### src/rtl/clk_div_bank.sv
// clk_div_bank
//   Multi-channel programmable clock-enable generator. Each of N_CH channels
//   derives a single-cycle TICK enable from CLK every P enabled cycles, plus
//   an optional divided square wave CLK_OUT of period 2P. Divisors are written
//   through a shared CFG bus into a per-channel shadow register. The shadow
//   value takes effect only at the channel's next terminal count or on SYNC,
//   so no period is ever shortened or stretched.
//
// Ports
//   CLK      system clock, rising edge
//   RST      synchronous active-high reset
//   EN       per-channel run enable
//   SYNC     synchronous restart of all channels (applies pending divisors)
//   CFG_WE   divisor write strobe
//   CFG_CH   channel index for write (indices >= N_CH are ignored)
//   CFG_DIV  new divisor; 0 and 1 both mean "tick every enabled cycle"
//   TICK     registered one-cycle enable pulse per channel
//   CLK_OUT  registered divided square wave per channel
//   PENDING  shadow divisor written but not yet applied
//
// Build option
//   CLKDIV_SQUARE_EN: when defined, CLK_OUT toggle flops are built.
//   When undefined, CLK_OUT is tied to 0 and no toggle flops exist.
//
// Parameter CH_W defaults to max(1,$clog2(N_CH)); it may be widened so that
// out-of-range channel indices can be presented on CFG_CH.

module clk_div_bank #(
   parameter int N_CH    = 4,
   parameter int DIV_W   = 16,
   parameter int RST_DIV = 2,
   parameter int CH_W    = (N_CH > 1) ? $clog2(N_CH) : 1
) (
   input  logic              CLK,
   input  logic              RST,
   input  logic [N_CH-1:0]   EN,
   input  logic              SYNC,
   input  logic              CFG_WE,
   input  logic [CH_W-1:0]   CFG_CH,
   input  logic [DIV_W-1:0]  CFG_DIV,
   output logic [N_CH-1:0]   TICK,
   output logic [N_CH-1:0]   CLK_OUT,
   output logic [N_CH-1:0]   PENDING
);

   localparam logic [DIV_W-1:0] RST_DIV_V = DIV_W'(RST_DIV);
   localparam logic [DIV_W-1:0] RST_CNT_V = DIV_W'(RST_DIV - 1);

   // Reload value for the down-counter: eff(x)-1, where eff(0)=1.
   function automatic logic [DIV_W-1:0] eff_m1(input logic [DIV_W-1:0] x);
      eff_m1 = (x == '0) ? '0 : (x - DIV_W'(1));
   endfunction

   logic [DIV_W-1:0] cnt_q     [N_CH];
   logic [DIV_W-1:0] cnt_d     [N_CH];
   logic [DIV_W-1:0] div_act_q [N_CH];
   logic [DIV_W-1:0] div_act_d [N_CH];
   logic [DIV_W-1:0] div_sh_q  [N_CH];
   logic [DIV_W-1:0] div_sh_d  [N_CH];
   logic [N_CH-1:0]  pending_q;
   logic [N_CH-1:0]  pending_d;
   logic [N_CH-1:0]  tick_q;
   logic [N_CH-1:0]  tick_d;
`ifdef CLKDIV_SQUARE_EN
   logic [N_CH-1:0]  clk_out_q;
   logic [N_CH-1:0]  clk_out_d;
`endif

   // One-hot decode of the config write; an out-of-range index matches nothing.
   logic [N_CH-1:0]  cfg_sel;

   always_comb begin
      cfg_sel = '0;
      for (int unsigned i = 0; i < N_CH; i++) begin
         if (CFG_WE && (32'(CFG_CH) == i)) begin
            cfg_sel[i] = 1'b1;
         end
      end
   end

   // Next-state per channel. The apply step (SYNC or terminal count) reads the
   // pre-edge shadow; a same-cycle CFG write is layered on afterwards so it
   // lands in the shadow with PENDING set for the following terminal count.
   always_comb begin
      cnt_d     = cnt_q;
      div_act_d = div_act_q;
      div_sh_d  = div_sh_q;
      pending_d = pending_q;
      tick_d    = '0;
`ifdef CLKDIV_SQUARE_EN
      clk_out_d = clk_out_q;
`endif
      for (int unsigned i = 0; i < N_CH; i++) begin
         if (SYNC) begin
            if (pending_q[i]) begin
               div_act_d[i] = div_sh_q[i];
               pending_d[i] = 1'b0;
            end
            cnt_d[i] = eff_m1(div_act_d[i]);
`ifdef CLKDIV_SQUARE_EN
            clk_out_d[i] = 1'b0;
`endif
         end else if (EN[i]) begin
            if (cnt_q[i] == '0) begin
               tick_d[i] = 1'b1;
`ifdef CLKDIV_SQUARE_EN
               clk_out_d[i] = ~clk_out_q[i];
`endif
               if (pending_q[i]) begin
                  div_act_d[i] = div_sh_q[i];
                  pending_d[i] = 1'b0;
               end
               cnt_d[i] = eff_m1(div_act_d[i]);
            end else begin
               cnt_d[i] = cnt_q[i] - DIV_W'(1);
            end
         end

         if (cfg_sel[i]) begin
            div_sh_d[i]  = CFG_DIV;
            pending_d[i] = 1'b1;
         end
      end
   end

   always_ff @(posedge CLK) begin
      if (RST) begin
         for (int unsigned i = 0; i < N_CH; i++) begin
            cnt_q[i]     <= RST_CNT_V;
            div_act_q[i] <= RST_DIV_V;
            div_sh_q[i]  <= RST_DIV_V;
         end
         pending_q <= '0;
         tick_q    <= '0;
`ifdef CLKDIV_SQUARE_EN
         clk_out_q <= '0;
`endif
      end else begin
         cnt_q     <= cnt_d;
         div_act_q <= div_act_d;
         div_sh_q  <= div_sh_d;
         pending_q <= pending_d;
         tick_q    <= tick_d;
`ifdef CLKDIV_SQUARE_EN
         clk_out_q <= clk_out_d;
`endif
      end
   end

   assign TICK    = tick_q;
   assign PENDING = pending_q;
`ifdef CLKDIV_SQUARE_EN
   assign CLK_OUT = clk_out_q;
`else
   assign CLK_OUT = '0;
`endif

endmodule

### config.mk
export PLATFORM = sky130hd
export DESIGN_NAME = clk_div_bank
export DESIGN_NICKNAME = d
export VERILOG_FILES = /design/src/rtl/clk_div_bank.sv
export SDC_FILE = /design/constraint.sdc
export NUM_CORES = 1
export LEC_CHECK = 0
export CAP_MARGIN = 5
export CELL_PAD_IN_SITES_DETAIL_PLACEMENT = 1
export CELL_PAD_IN_SITES_GLOBAL_PLACEMENT = 2
export CORE_AREA = 2 2 178 180
export DETAILED_ROUTE_END_ITERATION = 8
export DIE_AREA = 0 0 180 182
export PLACE_DENSITY = 0.8
export SKIP_LAST_GASP = 1
export SYNTH_ARGS = -nofsm -noshare
export SYNTH_HDL_FRONTEND = slang
export SYNTH_SLANG_ARGS = --single-unit
### constraint.sdc
create_clock -name CLK -period 4.5 [get_ports CLK]
set_input_delay 1.125 -clock CLK [delete_from_list [all_inputs] [get_ports CLK]]
set_output_delay 1.125 -clock CLK [all_outputs]
set_load 0.01 [all_outputs]
==> results of run 1 <==
==> per-stage QoR <==
step	power [mW]	worst slack, ns
after floorplan	2.431	0.6687
after global placement	2.632	0.9050
after detailed placement	2.647	0.7698
after CTS	4.269	1.005
after global routing	4.428	0.6679
final	4.225	1.036
==> power by group <==
group,switching (mW),internal (mW)
Clock,0.762,0.854
Combinational,0.432,0.244
Sequential,0.0904,1.84
==> placed cells by master, fill, tap and decap left out, types with 10 or more instances in the layout <==
cell type	n
nor3b_1	21
a211oi_1	35
nand3_1	57
clkdlybuf4s50_1	32
nand2_1	246
xor2_1	30
mux2i_1	58
buf_4	19
o211ai_1	12
or3_1	17
ha_1	12
a21oi_1	153
dfxtp_1	198
inv_1	24
a31oi_1	13
nor4_1	32
o21ai_0	58
clkbuf_16	17
nor2_1	113
xnor2_1	33
nor3_1	85
or4_1	12
o22ai_1	11
o31ai_1	10
==> flip-flops by register name, indices dropped and copies added, names as in the netlist <==
register	cells
PENDING	4
TICK	4
cnt_q	64
div_act_q	64
div_sh_q	64
==> layout make-up <==
| cell class | instances | area [um^2] | area share |
|---|---|---|---|
| multi-input combinational | 1157 | 6797 | 0.5439 |
| clock buffer | 19 | 442.9 | 0.03545 |
| sequential | 200 | 4006 | 0.3206 |
| clock inverter | 13 | 162.7 | 0.01302 |
| tap | 402 | 503.0 | 0.04025 |
| inverter | 24 | 90.09 | 0.007209 |
| timing repair buffer | 53 | 494.2 | 0.03955 |
==> worst paths after layout <==
check / startpoint / endpoint / cells past startpoint
max reg2reg: PENDING[1] / cnt_q[46] / 7
min reg2reg: div_sh_q[46] / div_sh_q[46] / 2
max: PENDING[1] / cnt_q[46] / 7
min: div_sh_q[46] / div_sh_q[46] / 2
==> layer usage <==
layer  GRT usage  routed length [um]
met3     0.02146                 741
met5           0                   0
met2      0.3629               16500
met1      0.3012               17520
met4     0.05561                 480
==> critical path, delay by kind of cell, from the launching register on <==
kind	cells	cell delay (ns)
flip-flops	1	0.99
adder cells (fa/ha/maj)	1	0.28
AND/OR/NAND/NOR	1	0.61
AO/OA/AOI/OAI	3	0.71
multiplexers	2	0.79
==> cell families after synthesis <==
group,count (synthesis),synth area share
other,1,0.0003329
buffers and inverters,115,0.04320
multiplexers,64,0.05753
adder cells (fa/ha/maj),12,0.01333
AND/OR/NAND/NOR,651,0.2784
flip-flops,200,0.3554
XOR/XNOR,63,0.04898
AO/OA/AOI/OAI,363,0.2028
==> flow_summary.json, run 1 <==
{
  "gp_congestion": 0.8013,
  "row_count": 65,
  "synth-seq-cells": 200,
  "worstPathArrival_ns": 3.82,
  "drc": 0,
  "instances_no_fill": 1868,
  "io_pins": 38,
  "synth_top_cell_by_area": "dfxtp_1",
  "grtUsageTotal": 0.2176,
  "synth_area_um2": 11270,
  "first_pass_iters": 5,
  "path_clk_slew_ns": 0.07,
  "synth_area_leaders": "dfxtp_1 36%, nand2_1 8.2%, a21oi_1 6.8%",
  "hold_path.class": "flop to flop",
  "port_buffers": 33,
  "relSlewSlack": 0.3075,
  "final_util": 0.4033,
  "h-tree-depth": 4,
  "hpwlAfterDp_um": 24970,
  "cpMostUsedCell": "mux2i_1",
  "hold_buffers": 0,
  "ir_worst_vdd_mv": 0.2345,
  "postLayoutCellArea_um2": 12500,
  "whs_ns": 0.4616,
  "grt_pass1_wl_um": 58150,
  "dieArea_um2": 32760,
  "drt_wl_total_um": 35240,
  "dieWidth_um": 180,
  "cts_setup_buffers": 0,
  "cp-start-kind": "flop",
  "yosysMostFrequentCell": "nand2_1",
  "slew_violations": 0,
  "skew_ns": 0.01573,
  "synth_edf_count": 0,
  "seq_area_frac_synth": 0.3554,
  "path_max_fanout": 49,
  "synth_top_flop_cell": "dfxtp_1",
  "n_antenna_cell": 0,
  "layout_min_cycle_time_ns": 3.464,
  "placedCellCount": 1836,
  "cts_num_sinks": 200,
  "required_ns": 4.86,
  "hold_viol": 0,
  "via_count": 10668,
  "clock_latency_ns": 0.45,
  "grt_pass1_vias": 10764,
  "outcome": "finished clean",
  "synth_cell_types": 77,
  "ys_async_sr_fraction": 0,
  "clockBufferDepth": 2,
  "postRouteAntennaNets": 0,
  "grt_max_degree": 138,
  "clockRootBuffer": "clkbuf_16",
  "cts_made_buffers": 17,
  "area_growth_syn_to_layout_pct": 10.92,
  "first_iter_violations": 591,
  "place_area_um2": 11890,
  "crit_chain": "mux2i_1 > ha_1 > o221ai_1 > or4_1 > mux2i_1 > o2bb2ai_1 > a211oi_1",
  "synth_warnings": 0,
  "drive_above_1_share": 0.06207,
  "die-height_um": 182,
  "r2r_slack_ns": 1.04,
  "viasPerCell": 5.711,
  "rsz0062_at_grt": "false",
  "core_area_um2": 30990,
  "yosys-top-cells-count": "246 x nand2_1, 200 x dfxtp_1, 153 x a21oi_1",
  "cts_tree": "yes",
  "critPathKind": "flop to flop",
  "leakagePower_nw": 4.212,
  "antenna_found_initial": 0,
  "wire_per_inst_um": 18.86,
  "initial_core_util": 0.3636,
  "critPathMaxStageDelay_ns": 0.99,
  "overflow": 0,
  "end_kind": "flop",
  "tightest_slew_ns": 1.034,
  "setup_viol": 0,
  "cts_resized": 0,
  "fin_setup_tns_ns": 0,
  "syn_inst": 1469,
  "final_nets": 1491,
  "maxCapViolCount": 0,
  "p_per_area_nw_per_um2": 338.1,
  "fin_crit_sh": 0.7698,
  "fill_cells": 3753,
  "max_freq_mhz": 288.7,
  "syn_area_per_cell_um2": 7.669,
  "critical-path-slowest-cell": "dfxtp_2",
  "synth_top_area_frac": 0.3554
}
(Power assumes the default switching activity.)
==> run 2: changes to the inputs <==
==> constraint.sdc (replaced) <==
create_clock -name CLK -period 3.4 [get_ports CLK]
set_input_delay 0.85 -clock CLK [delete_from_list [all_inputs] [get_ports CLK]]
set_output_delay 0.85 -clock CLK [all_outputs]
set_load 0.01 [all_outputs]
==> run 2 against run 1 <==
  * Register-to-register slack worse by 0.60 ns
  * Die area unchanged
  * First-iteration DRC count up 0.68%
  * Clock power up 38%
  * Critical path type is now flop to output pin
  * Largest power group unchanged
==> flow_summary.json, run 2 (synthesis gave the netlist of run 1 again) <==
{
  "relSlewSlack": 0.3624,
  "wire_per_inst_um": 18.71,
  "area_growth_syn_to_layout_pct": 12.83,
  "reg2regPathDepth": 8,
  "viasPerCell": 5.679,
  "grtUsageTotal": 0.2165,
  "skew_ns": 0.01227,
  "dieWidth_um": 180,
  "drc": 0,
  "crit_start": "PENDING[3]",
  "io_pins": 38,
  "instances_no_fill": 1883,
  "first_pass_iters": 5,
  "n_antenna_cell": 0,
  "final_nets": 1507,
  "placedCellCount": 1852,
  "cts_made_buffers": 17,
  "drive_above_1_share": 0.07427,
  "r2r_end": "cnt_q[56]",
  "postRouteAntennaNets": 0,
  "initial_core_util": 0.3636,
  "p_per_area_nw_per_um2": 449.8,
  "grt_max_degree": 134,
  "layout_common_cells": "246 x nand2_1, 198 x dfxtp_1, 153 x a21oi_1",
  "max_freq_mhz": 328.7,
  "crit_chain": "buf_4 > clkdlybuf4s50_1",
  "required_ns": 2.55,
  "reg.largest.list": "cnt_q (64), div_act_q (64), div_sh_q (64)",
  "slew_violations": 0,
  "critPathMaxStageDelay_ns": 0.70,
  "cts_setup_buffers": 0,
  "cp-start-kind": "flop",
  "hold_viol": 0,
  "path_buf_inv": 2,
  "clockRootBuffer": "clkbuf_16",
  "cp.depth": 2,
  "critPathKind": "flop to output pin",
  "overflow": 0,
  "fin_setup_tns_ns": 0,
  "r2r_slack_ns": 0.44,
  "postLayoutCellArea_um2": 12710,
  "maxCapViolCount": 0,
  "first_iter_violations": 595,
  "port_buffers": 33,
  "final_util": 0.4102,
  "hold_buffers": 0,
  "end_kind": "output pin",
  "crit_path_end": "PENDING[3]",
  "clock_latency_ns": 0.45,
  "critical_path.top_delay_family": "buffers and inverters",
  "drt_wl_total_um": 35230,
  "setup_viol": 0,
  "whs_ns": 0.4623,
  "hold_path.class": "flop to flop",
  "die-height_um": 182,
  "grt_pass1_vias": 10620,
  "gp_congestion": 0.8287,
  "dieArea_um2": 32760,
  "fin_crit_sh": 0.8947,
  "critical-path-slowest-cell": "dfxtp_1",
  "cts_tree": "yes",
  "core_area_um2": 30990,
  "layout_min_cycle_time_ns": 3.042,
  "path_clk_slew_ns": 0.07,
  "leakagePower_nw": 4.322,
  "cts_resized": 0,
  "antenna_found_initial": 0,
  "regToRegStartpoint": "PENDING[0]",
  "clockBufferDepth": 2,
  "cts_num_sinks": 200,
  "h-tree-depth": 4,
  "path_max_fanout": 31,
  "via_count": 10694,
  "hpwlAfterDp_um": 24950,
  "row_count": 65,
  "grt_pass1_wl_um": 57790,
  "rsz0062_at_grt": "false",
  "tightest_slew_ns": 0.9553,
  "worstPathArrival_ns": 2.19,
  "place_area_um2": 12080,
  "ir_worst_vdd_mv": 0.3243,
  "final_common_cell": "nand2_1",
  "outcome": "finished clean"
}
[run 2: cell count changes in the layout (fill, tap and decap cells not counted), moves of 2 or more]
| cell | delta |
|---|---|
| buf_12 | +3 |
| buf_4 | +13 |
| bufinv_16 | +2 |
| inv_6 | +2 |
| inv_8 | -2 |
[run 2: worst min path at each step]
stage | start | endpoint | slack [ns] | cells past startpoint
2_1_floorplan | cnt_q[56] | cnt_q[56] | 0.43 | 2
3_3_place_gp | div_sh_q[10] | div_sh_q[10] | 0.45 | 2
3_5_place_dp | cnt_q[56] | cnt_q[56] | 0.45 | 2
4_1_cts | div_sh_q[47] | div_sh_q[47] | 0.46 | 2
5_1_grt | div_sh_q[47] | div_sh_q[47] | 0.49 | 2
6_report | div_sh_q[47] | div_sh_q[47] | 0.46 | 2
[run 2: layout make-up]
type / count / area (um^2)
multi-input cells: 1157 / 6828
fillers: 3756 / 18280
clock buffers: 19 / 442.9
repair buffers: 69 / 651.9
clock inverters: 12 / 188.9
flip-flops and latches: 200 / 4006
inverters: 24 / 90.09
well taps: 402 / 503.0
[run 2: worst reg2reg max path, delay by kind of cell, from the launching register on]
kind	cells	cell delay (ns)
AND/OR/NAND/NOR	3	1.41
multiplexers	1	0.28
adder cells (fa/ha/maj)	1	0.26
flip-flops	1	0.39
AO/OA/AOI/OAI	3	0.49
[run 2: stage by stage]
stage	worst slack, ns	power (mW)
detailed placement	0.1362	3.523
CTS	0.3468	5.775
global placement	0.2421	3.503
finish	0.3582	5.718
floorplan	0.007929	3.220
global route	0.1688	5.974
[run 2: power breakdown]
| group | internal (mW) | switching, mW | leakage (nW) |
|---|---|---|---|
| Clock | 1.26 | 0.980 | 0.305 |
| Combinational | 0.341 | 0.576 | 2.39 |
| Sequential | 2.44 | 0.117 | 1.63 |
| Total | 4.04 | 1.67 | 4.32 |
[run 2: per-layer routing]
| metal | global-route usage | share of wire | vias up |
|---|---|---|---|
| met1 | 0.2993 | 0.49 | 5223 |
| met5 | 0 | 0 | - |
| met3 | 0.02567 | 0.025 | 28 |
| met2 | 0.3572 | 0.47 | 158 |
| li1 | - | - | 5285 |
| met4 | 0.05789 | 0.014 | 0 |
